===== src/rtl/sram_axi_bridge_pkg.sv =====
// Shared definitions for the SRAM-to-AXI4-Lite bridge: FSM state encodings
// and AXI response codes.
package sram_axi_bridge_pkg;

    typedef enum logic [2:0] {
        IDLE = 3'd0,
        D_RD = 3'd1,
        D_WR = 3'd2,
        I_RD = 3'd3,
        DONE = 3'd4
    } state_t;

    localparam logic [1:0] RESP_OKAY   = 2'b00;
    localparam logic [1:0] RESP_SLVERR = 2'b10;

endpackage


===== src/rtl/sram_axi_bridge.sv =====
// Bridges the core's instruction and data SRAM ports onto one AXI4-Lite master, one
// transaction at a time with data first; stallreq_axi freezes the pipeline meanwhile.
import sram_axi_bridge_pkg::*;

module sram_axi_bridge #(
    parameter int ADDR_W = 64,
    parameter int DATA_W = 64
) (
    input  logic                clk,
    input  logic                rst,

    input  logic                inst_sram_en,
    input  logic [DATA_W/8-1:0] inst_sram_we,
    input  logic [ADDR_W-1:0]   inst_sram_addr,
    input  logic [DATA_W-1:0]   inst_sram_wdata,
    output logic [DATA_W-1:0]   inst_sram_rdata,

    input  logic                data_sram_en,
    input  logic [DATA_W/8-1:0] data_sram_we,
    input  logic [ADDR_W-1:0]   data_sram_addr,
    input  logic [DATA_W-1:0]   data_sram_wdata,
    output logic [DATA_W-1:0]   data_sram_rdata,

    output logic                stallreq_axi,

    output logic [ADDR_W-1:0]   axi_araddr,
    output logic                axi_arvalid,
    input  logic                axi_arready,
    input  logic [DATA_W-1:0]   axi_rdata,
    input  logic [1:0]          axi_rresp,
    input  logic                axi_rvalid,
    output logic                axi_rready,

    output logic [ADDR_W-1:0]   axi_awaddr,
    output logic                axi_awvalid,
    input  logic                axi_awready,
    output logic [DATA_W-1:0]   axi_wdata,
    output logic [DATA_W/8-1:0] axi_wstrb,
    output logic                axi_wvalid,
    input  logic                axi_wready,
    input  logic [1:0]          axi_bresp,
    input  logic                axi_bvalid,
    output logic                axi_bready
);

    state_t state, state_nxt;

    logic                pend_d, pend_i;
    logic [ADDR_W-1:0]   d_addr, i_addr;
    logic [DATA_W-1:0]   d_wdata;
    logic [DATA_W/8-1:0] d_we;
    logic                ar_done, aw_done, w_done;
    logic [DATA_W-1:0]   inst_rdata_q, data_rdata_q;
    logic [1:0]          dbg_rresp, dbg_bresp;

    logic any_en;
    logic r_hs, b_hs;

    assign any_en = inst_sram_en | data_sram_en;
    assign r_hs   = axi_rvalid & axi_rready;
    assign b_hs   = axi_bvalid & axi_bready;

    always_ff @(posedge clk) begin
        if (rst) begin
            state <= IDLE;
        end else begin
            state <= state_nxt;
        end
    end

    always_comb begin
        state_nxt   = state;
        axi_arvalid = 1'b0;
        axi_rready  = 1'b0;
        axi_awvalid = 1'b0;
        axi_wvalid  = 1'b0;
        axi_bready  = 1'b0;
        case (state)
            IDLE: begin
                if (data_sram_en && (|data_sram_we)) begin
                    state_nxt = D_WR;
                end else if (data_sram_en) begin
                    state_nxt = D_RD;
                end else if (inst_sram_en) begin
                    state_nxt = I_RD;
                end
            end
            D_RD: begin
                axi_arvalid = ~ar_done;
                axi_rready  = ar_done;
                if (axi_rvalid && ar_done) begin
                    state_nxt = pend_i ? I_RD : DONE;
                end
            end
            D_WR: begin
                axi_awvalid = ~aw_done;
                axi_wvalid  = ~w_done;
                axi_bready  = aw_done & w_done;
                if (axi_bvalid && aw_done && w_done) begin
                    state_nxt = pend_i ? I_RD : DONE;
                end
            end
            I_RD: begin
                axi_arvalid = ~ar_done;
                axi_rready  = ar_done;
                if (axi_rvalid && ar_done) begin
                    state_nxt = DONE;
                end
            end
            DONE: begin
                // Pipeline advances this cycle; its enables still describe the served request.
                state_nxt = IDLE;
            end
            default: state_nxt = IDLE;
        endcase
    end

    always_ff @(posedge clk) begin
        if (rst) begin
            pend_d       <= 1'b0;
            pend_i       <= 1'b0;
            d_addr       <= '0;
            i_addr       <= '0;
            d_wdata      <= '0;
            d_we         <= '0;
            ar_done      <= 1'b0;
            aw_done      <= 1'b0;
            w_done       <= 1'b0;
            inst_rdata_q <= '0;
            data_rdata_q <= '0;
            dbg_rresp    <= RESP_OKAY;
            dbg_bresp    <= RESP_OKAY;
        end else begin
            if (state == IDLE && any_en) begin
                pend_d  <= data_sram_en;
                pend_i  <= inst_sram_en;
                d_addr  <= data_sram_addr;
                d_wdata <= data_sram_wdata;
                d_we    <= data_sram_we;
                i_addr  <= inst_sram_addr;
            end
            if (axi_arvalid && axi_arready) begin
                ar_done <= 1'b1;
            end
            if (r_hs) begin
                ar_done   <= 1'b0;
                dbg_rresp <= axi_rresp;
                if (state == I_RD) begin
                    inst_rdata_q <= axi_rdata;
                    pend_i       <= 1'b0;
                end else begin
                    data_rdata_q <= axi_rdata;
                    pend_d       <= 1'b0;
                end
            end
            if (axi_awvalid && axi_awready) begin
                aw_done <= 1'b1;
            end
            if (axi_wvalid && axi_wready) begin
                w_done <= 1'b1;
            end
            if (b_hs) begin
                aw_done   <= 1'b0;
                w_done    <= 1'b0;
                pend_d    <= 1'b0;
                dbg_bresp <= axi_bresp;
            end
        end
    end

    assign stallreq_axi = ((state == IDLE) & any_en) | ((state != IDLE) & (state != DONE));

    assign axi_araddr = (state == I_RD) ? i_addr : d_addr;
    assign axi_awaddr = d_addr;
    assign axi_wdata  = d_wdata;
    assign axi_wstrb  = d_we;

    assign inst_sram_rdata = inst_rdata_q;
    assign data_sram_rdata = data_rdata_q;

endmodule


===== config.mk =====
export PLATFORM = sky130hd
export DESIGN_NAME = sram_axi_bridge
export DESIGN_NICKNAME = d
export VERILOG_FILES = /design/src/rtl/sram_axi_bridge_pkg.sv /design/src/rtl/sram_axi_bridge.sv
export SDC_FILE = /design/constraint.sdc
export NUM_CORES = 1
export LEC_CHECK = 0
export CAP_MARGIN = 10
export CORE_AREA = 3 3 264 266
export CTS_CLUSTER_SIZE = 8
export DETAILED_ROUTE_END_ITERATION = 10
export DIE_AREA = 0 0 267 269
export GPL_TIMING_DRIVEN = 0
export MAX_ROUTING_LAYER = met4
export PLACE_DENSITY_LB_ADDON = 0.05
export SYNTH_ARGS = -nofsm -noshare
export SYNTH_HDL_FRONTEND = slang
export SYNTH_SLANG_ARGS = --single-unit

===== constraint.sdc =====
create_clock -name clk -period 3.09 [get_ports clk]
set_input_delay 0.4635 -clock clk [delete_from_list [all_inputs] [get_ports clk]]
set_output_delay 0.4635 -clock clk [all_outputs]
set_load 0.05 [all_outputs]

==> results by group, run 1 <==
Die
  – Die Width: 267 um
  – Starting Density: 18.43%
  – Rows: 95
  – Die H: 269 um
  – Die ar.: 71820 um^2
  – IO Pins: 683
  – Core ar.: 67280 um^2

Timing
  – Slew Viols, Final: 0
  – Setup TNS Final: 0 ps
  – Slew HR: 24.57%
  – RSZ-0062 raised after global routing: false
  – Post-route setup slack: 172.4 ps
  – Fmax achieved: 342.7 MHz
  – Clk_skew: 11.58 ps
  – Final worst-path cycle share: 94.42%
  – Worst-margin pin slew: 1131 ps
  – Number of setup violations in the final report: 0
  – Final Hold Viols: 0
  – Min Hold Slack: 426.5 ps
  – Final Critical Period: 2918 ps

Final layout
  – Commonest cells after routing, fill and taps aside: 659 x nand2_1, 537 x clkdlybuf4s50_1, 334 x a21oi_1, 334 x dfxtp_1, 65 x mux2_2
  – Fin cells: 3106
  – Most common cell after layout, fill and taps aside: nand2_1
  – Layout cells sized above 1: 9.982%
  – Layout area overhead: 68.54%
  – Nets@finish: 2556

Critical path
  – Crit path arrival time: 2450 ps
  – Slowest cell on crit path: dlygate4sd2_1
  – Crit Path Max Fanout: 10
  – Crit. End Element: primary output
  – Critical path, cell by cell: buf_2 > nand3b_1 > buf_6 > buf_4 > mux2_2 > dlygate4sd2_1
  – Startpoint Class: flip-flop
  – Worst r2r src: state[0]$_SDFFE_PP0P_
  – CP startpoint: state[1]$_SDFFE_PP0P_
  – Setup CP Type: flip-flop to primary output
  – R2R setup slack: 890 ps
  – CP max stage delay: 560 ps
  – Worst Path Required: 2630 ps

Drt
  – DR pass1 iterations: 5
  – Wire length per cell: 20.62 um
  – Post-DRT Antenna Nets: 0
  – Via density: 4.102
  – Vias after detailed routing: 12740
  – Post-route DRC: 0
  – Routed wire length: 64050 um
  – Iteration-0 DRC count of the detailed router: 585

Clocking
  – Total CTS buffers: 48
  – CTS tree: done
  – CTS sink cnt: 335
  – Reg clk slew, reported paths: 60 ps
  – CTS max path bufs: 3
  – Clk_lat worst skew: 580 ps
  – Root buf cell: clkbuf_16
  – # hold bufs at CTS: 0
  – H-tree depth: 2

Pwr
  – Worst VDD drop: 0.4253 mV
  – Leakage: 7.658 nW
  – Total power draw: 0.01847 W
  – Power Density: 883.7 nW/um^2

Status
  – Outcome: finished clean

Placed design
  – Placer Congestion: 0.8103
  – Final HPWL DP: 49740 um
  – Number of port buffers: 605
  – Dpl cells: 3030
  – Setup WS pre-CTS: -10.15 ps

Synthesis
  – Post-synthesis average cell area: 7.991 um^2
  – Number of synthesized flops with an enable pin: 0
  – Post-synth top flop: dfxtp_1
  – Post-synthesis register bit count: 335
  – Cell variety after synth: 29
  – Mapped Area: 12400 um^2
  – Yosys warns: 0
  – Cells after Synth: 1552
  – Post-synthesis sequential area ratio: 54.08%
  – Synth Net Count: 1901
  – Post-synth ARST share: 0%

GRT
  – Grt total ovfl: 0
  – Global-route wire length before repair: 89440 um
  – Initial antenna violation count: 16
  – Largest net degree at the start of global routing: 14
  – GR Util All Layers: 17.54%
  – Vias in the first global route: 12904

Flow run
  – Max-cap violation count: 0

Worst hold path
  – Hold path start: data_sram_addr[40]
  – Worst Hold Class: primary input to flip-flop
==> per-layer routing <==
layer	vias to the layer above	routed length (um)	track usage, %
li1	6372	-	-
met1	5926	25610	19.09
met2	376	31890	30.12
met3	66	5439	6.652
met4	0	1120	4.549
met5	-	0	-
==> worst max-delay path, delay by kind of cell, from the launching register on <==
family        cells  cell delay, ps
flops             1             300
simple gates      1             160
mux               1             230
buf+inv           4            1170
==> kinds of logic after synthesis <==
family	Yosys count	share of synthesized area, %
buffers and inverters	119	4.742
flip-flops	335	54.08
multiplexers	65	5.902
AND/OR/NAND/NOR	689	21.22
AO/OA/AOI/OAI	344	14.06
==> final cells by class <==
type                            count  area [um^2]
Fill cell                        7202        46370
Sequential cell                   335         6708
Timing Repair Buffer              605         6032
Multi-Input combinational cell   1098         5107
Clock buffer                       54         1254
Tap cell                          873         1092
Buffer                            117        605.6
Clock inverter                      3        48.80
Antenna cell                       19        47.55
Inverter                            2        7.507
==> repair_timing <==
item	4_1_cts	5_1_grt
setup endpoints to repair	68	38
setup buffers	0	0
gates resized for setup	125	6
hold endpoints to repair	0	0
==> path summary, 6_finish.rpt <==
kind	endpoint	cells after the start
setup / recovery	axi_araddr[36]	6
hold / removal	axi_awaddr[40]$_SDFFE_PP0P_	3
setup reg to reg	data_sram_rdata[61]$_SDFFE_PP0P_	6
hold reg to reg	data_sram_rdata[35]$_SDFFE_PP0P_	2
==> state kept, by name, summed over array words and instances (netlist names) <==
name and count:
i_addr 64, axi_wdata 64, axi_wstrb 8, inst_sram_rdata 64, axi_awaddr 64, data_sram_rdata 64
pend_i 1, aw_done 1, state 3, w_done 1, ar_done 1
==> synth_stat cells, drive strengths merged (3+ instances only) <==
master	count	area [um^2]
nor2	14	55.06
mux2	65	732.0
a21oi	334	1672
or3	3	18.77
dfxtp	335	6706
nor3	3	20.02
nand2	659	2474
clkbuf	41	153.9
buf	76	426.7
==> report_power, final <==
part / switching, W / total (W) / internal (W)
Combinational: 0.00553 / 0.00809 / 0.00257
Sequential: 0.000456 / 0.00554 / 0.00508
Clock: 0.00202 / 0.00484 / 0.00282
Total: 0.00800 / 0.0185 / 0.0105
==> per-stage QoR <==
step	util [%]	cell area, um^2
floorplan	-	12400
global placement	29.06	19550
detailed placement	29.06	19550
CTS	30.99	20850
global route	31.06	20900
finish	31.07	20900
Note: power is estimated with default switching activity, not from simulation.
==> inputs of run 2 (changes only) <==
--- a/config.mk
+++ b/config.mk
@@ -6,13 +6,14 @@
 export NUM_CORES = 1
 export LEC_CHECK = 0
 export CAP_MARGIN = 10
-export CORE_AREA = 3 3 264 266
+export CORE_AREA = 3 3 266 268
 export CTS_CLUSTER_SIZE = 8
 export DETAILED_ROUTE_END_ITERATION = 10
-export DIE_AREA = 0 0 267 269
+export DIE_AREA = 0 0 269 271
 export GPL_TIMING_DRIVEN = 0
 export MAX_ROUTING_LAYER = met4
 export PLACE_DENSITY_LB_ADDON = 0.05
+export SLEW_MARGIN = 30
 export SYNTH_ARGS = -nofsm -noshare
 export SYNTH_HDL_FRONTEND = slang
 export SYNTH_SLANG_ARGS = --single-unit
==> constraint.sdc (replaced) <==
create_clock -name clk -period 3.19 [get_ports clk]
set_input_delay 0.4785 -clock clk [delete_from_list [all_inputs] [get_ports clk]]
set_output_delay 0.4785 -clock clk [all_outputs]
set_load 0.05 [all_outputs]
==> results by group, run 2 (synthesis gave the netlist of run 1 again) <==
Final layout
  – Layout cells sized above 1: 9.313% (was 9.982%)
  – Nets@finish: 2556 (unchanged)
  – Area of the multi-input gates: 5107 um^2 (unchanged)
  – Most common cell after layout, fill and taps aside: nand2_1 (unchanged)
  – FF+latch area: 6708 um^2 (unchanged)
  – Fin cells: 3171 (was 3106)
  – Finished Cell Area: 20900 um^2 (about the same)
  – Layout area overhead: 68.55% (was 68.54%)
  – Commonest cells after routing, fill and taps aside: 659 x nand2_1, 538 x clkdlybuf4s50_1, 334 x a21oi_1, 334 x dfxtp_1, 65 x mux2_2 (was 659 x nand2_1, 537 x clkdlybuf4s50_1, 334 x a21oi_1, 334 x dfxtp_1, 65 x mux2_2)
  – Filler Cells Inserted: 7379 (was 7202)

Placed design
  – Number of port buffers: 605 (unchanged)
  – Placer Congestion: 0.8227 (was 0.8103)
  – Post-DP Area: 19620 um^2 (was 19550 um^2)
  – Final HPWL DP: 49670 um (was 49740 um)
  – Dpl cells: 3088 (was 3030)
  – Setup WS pre-CTS: 58.97 ps (was -10.15 ps)

Clocking
  – Clk_lat worst skew: 580 ps (about the same)
  – CTS max path bufs: 3 (unchanged)
  – H-tree depth: 2 (unchanged)
  – Total CTS buffers: 48 (unchanged)
  – Reg clk slew, reported paths: 50 ps (was 60 ps)
  – Postcts setup bufs: 0 (unchanged)
  – # hold bufs at CTS: 0 (unchanged)
  – Post-CTS sizing: 85 (was 125)
  – CTS tree: done (unchanged)
  – Root buf cell: clkbuf_16 (unchanged)
  – CTS sink cnt: 335 (unchanged)

Die
  – IO Pins: 683 (unchanged)
  – Die ar.: 72900 um^2 (was 71820 um^2)
  – Die Width: 269 um (was 267 um)
  – Core ar.: 68590 um^2 (was 67280 um^2)
  – Starting Density: 18.08% (was 18.43%)
  – Die H: 271 um (was 269 um)
  – Rows: 96 (was 95)

Timing
  – Slew HR: 39.62% (was 24.57%)
  – Fmax achieved: 327.7 MHz
  – Number of setup violations in the final report: 0 (unchanged)
  – Worst-margin pin slew: 905.7 ps (was 1131 ps)
  – Clk_skew: 26.99 ps (was 11.58 ps)
  – Post-route setup slack: 138.1 ps (was 172.4 ps)
  – Min Hold Slack: 444.7 ps (was 426.5 ps)
  – Final worst-path cycle share: 95.67%
  – Slew Viols, Final: 0 (unchanged)
  – Final Hold Viols: 0 (unchanged)
  – RSZ-0062 raised after global routing: false (unchanged)
  – Final Critical Period: 3052 ps

Status
  – Outcome: finished clean (unchanged)

Worst hold path
  – Hold Path End: i_addr[49]$_SDFFE_PP0P_ (was axi_awaddr[40]$_SDFFE_PP0P_)
  – Worst Hold Class: primary input to flip-flop (unchanged)
  – WHS Path Cells: 3 (unchanged)
  – Hold path start: inst_sram_addr[49] (was data_sram_addr[40])

GRT
  – Grt total ovfl: 0 (unchanged)
  – Largest net degree at the start of global routing: 13 (was 14)
  – Initial antenna violation count: 27 (was 16)
  – GR Util All Layers: 17.29% (was 17.54%)
  – Global-route wire length before repair: 89820 um (was 89440 um)
  – Vias in the first global route: 12926 (was 12904)

Pwr
  – Total power draw: 0.01779 W (was 0.01847 W)
  – Worst VDD drop: 0.3621 mV (was 0.4253 mV)
  – Power Density: 850.8 nW/um^2 (was 883.7 nW/um^2)
  – Leakage: 7.704 nW (was 7.658 nW)

Critical path
  – R2R cell count: 6 (unchanged)
  – Crit path arrival time: 2570 ps (was 2450 ps)
  – Startpoint Class: flip-flop (unchanged)
  – Setup CP Type: flip-flop to primary output (unchanged)
  – Worst r2r src: state[0]$_SDFFE_PP0P_ (unchanged)
  – Worst reg2reg endpoint: data_sram_rdata[62]$_SDFFE_PP0P_ (was data_sram_rdata[61]$_SDFFE_PP0P_)
  – Worst Path Required: 2710 ps (was 2630 ps)
  – Crit Path Max Fanout: 10 (unchanged)
  – Crit. End Element: primary output (unchanged)
  – R2R setup slack: 980 ps (was 890 ps)

Drt
  – Wire length per cell: 20.09 um (was 20.62 um)
  – Post-route DRC: 0 (unchanged)
  – Post-DRT Antenna Nets: 0 (unchanged)
  – Vias after detailed routing: 12842 (was 12740)
  – DR pass1 iterations: 5 (unchanged)
  – Via density: 4.050 (was 4.102)
  – Routed wire length: 63700 um (was 64050 um)
  – Iteration-0 DRC count of the detailed router: 503 (was 585)

Flow run
  – Max-cap violation count: 0 (unchanged)
## run 2: cell count changes in the layout (fill, tap and decap cells not counted), moves of 2 or more
cell             delta
dlygate4sd2_1      +15
buf_6               -2
clkbuf_8            -2
clkinv_8            -3
diode_2             +9
inv_6               +2
clkdlybuf4s15_2    -18
clkinv_2            +2
clkbuf_1            -3
buf_4               +2
clkbuf_2            +4
## run 2: cell type report
cell class,count,area share [%]
inverters,2,0.03591
clock inverters,4,0.1317
clock buffers,51,5.950
multi-input cells,1098,24.43
repair buffers,605,28.59
plain buffers,117,2.867
well taps,931,5.573
diodes,28,0.3352
flip-flops and latches,335,32.09
## run 2: critical path, cell delays in order, from the launching register on
cell and delay (ps):
dfxtp_1 290, buf_2 180, nand3b_1 160, buf_4 280, mux2_2 360, clkdlybuf4s50_1 720
## run 2: worst max path at each step
stage	start	endpoint	slack (ps)	cells after the start
after floorplan	state[0]$_SDFFE_PP0P_	axi_awvalid	1170	4
after global placement	data_sram_en	stallreq_axi	60	6
after detailed placement	data_sram_en	stallreq_axi	60	6
after CTS	state[2]$_SDFFE_PP0P_	axi_araddr[49]	-30	5
after global routing	state[1]$_SDFFE_PP0P_	axi_araddr[53]	40	6
final	state[1]$_SDFFE_PP0P_	axi_araddr[1]	140	5
## run 2: layer usage
metal  global-route usage, %  routed length (um)  vias to the layer above
met5                       -                   0                        -
met3                   6.712                5572                       89
li1                        -                   -                     6387
met2                   29.11               31100                      420
met1                   18.45               25210                     5946
met4                   5.995                1810                        0
## run 2: report_power, final
| group | leakage (nW) | switching [W] | internal [W] | total, W |
|---|---|---|---|---|
| sequential | 2.73 | 0.000441 | 0.00492 | 0.00536 |
| combinational | 4.34 | 0.00534 | 0.00245 | 0.00779 |
| clock | 0.629 | 0.00192 | 0.00271 | 0.00463 |
| total | 7.70 | 0.00770 | 0.0101 | 0.0178 |
## run 2: stage by stage
step	util (%)	setup TNS [ps]
4_1_cts	30.39	-33.24
3_5_place_dp	28.61	0
3_3_place_gp	28.61	0
5_1_grt	30.47	0
6_report	30.48	0
2_1_floorplan	-	0
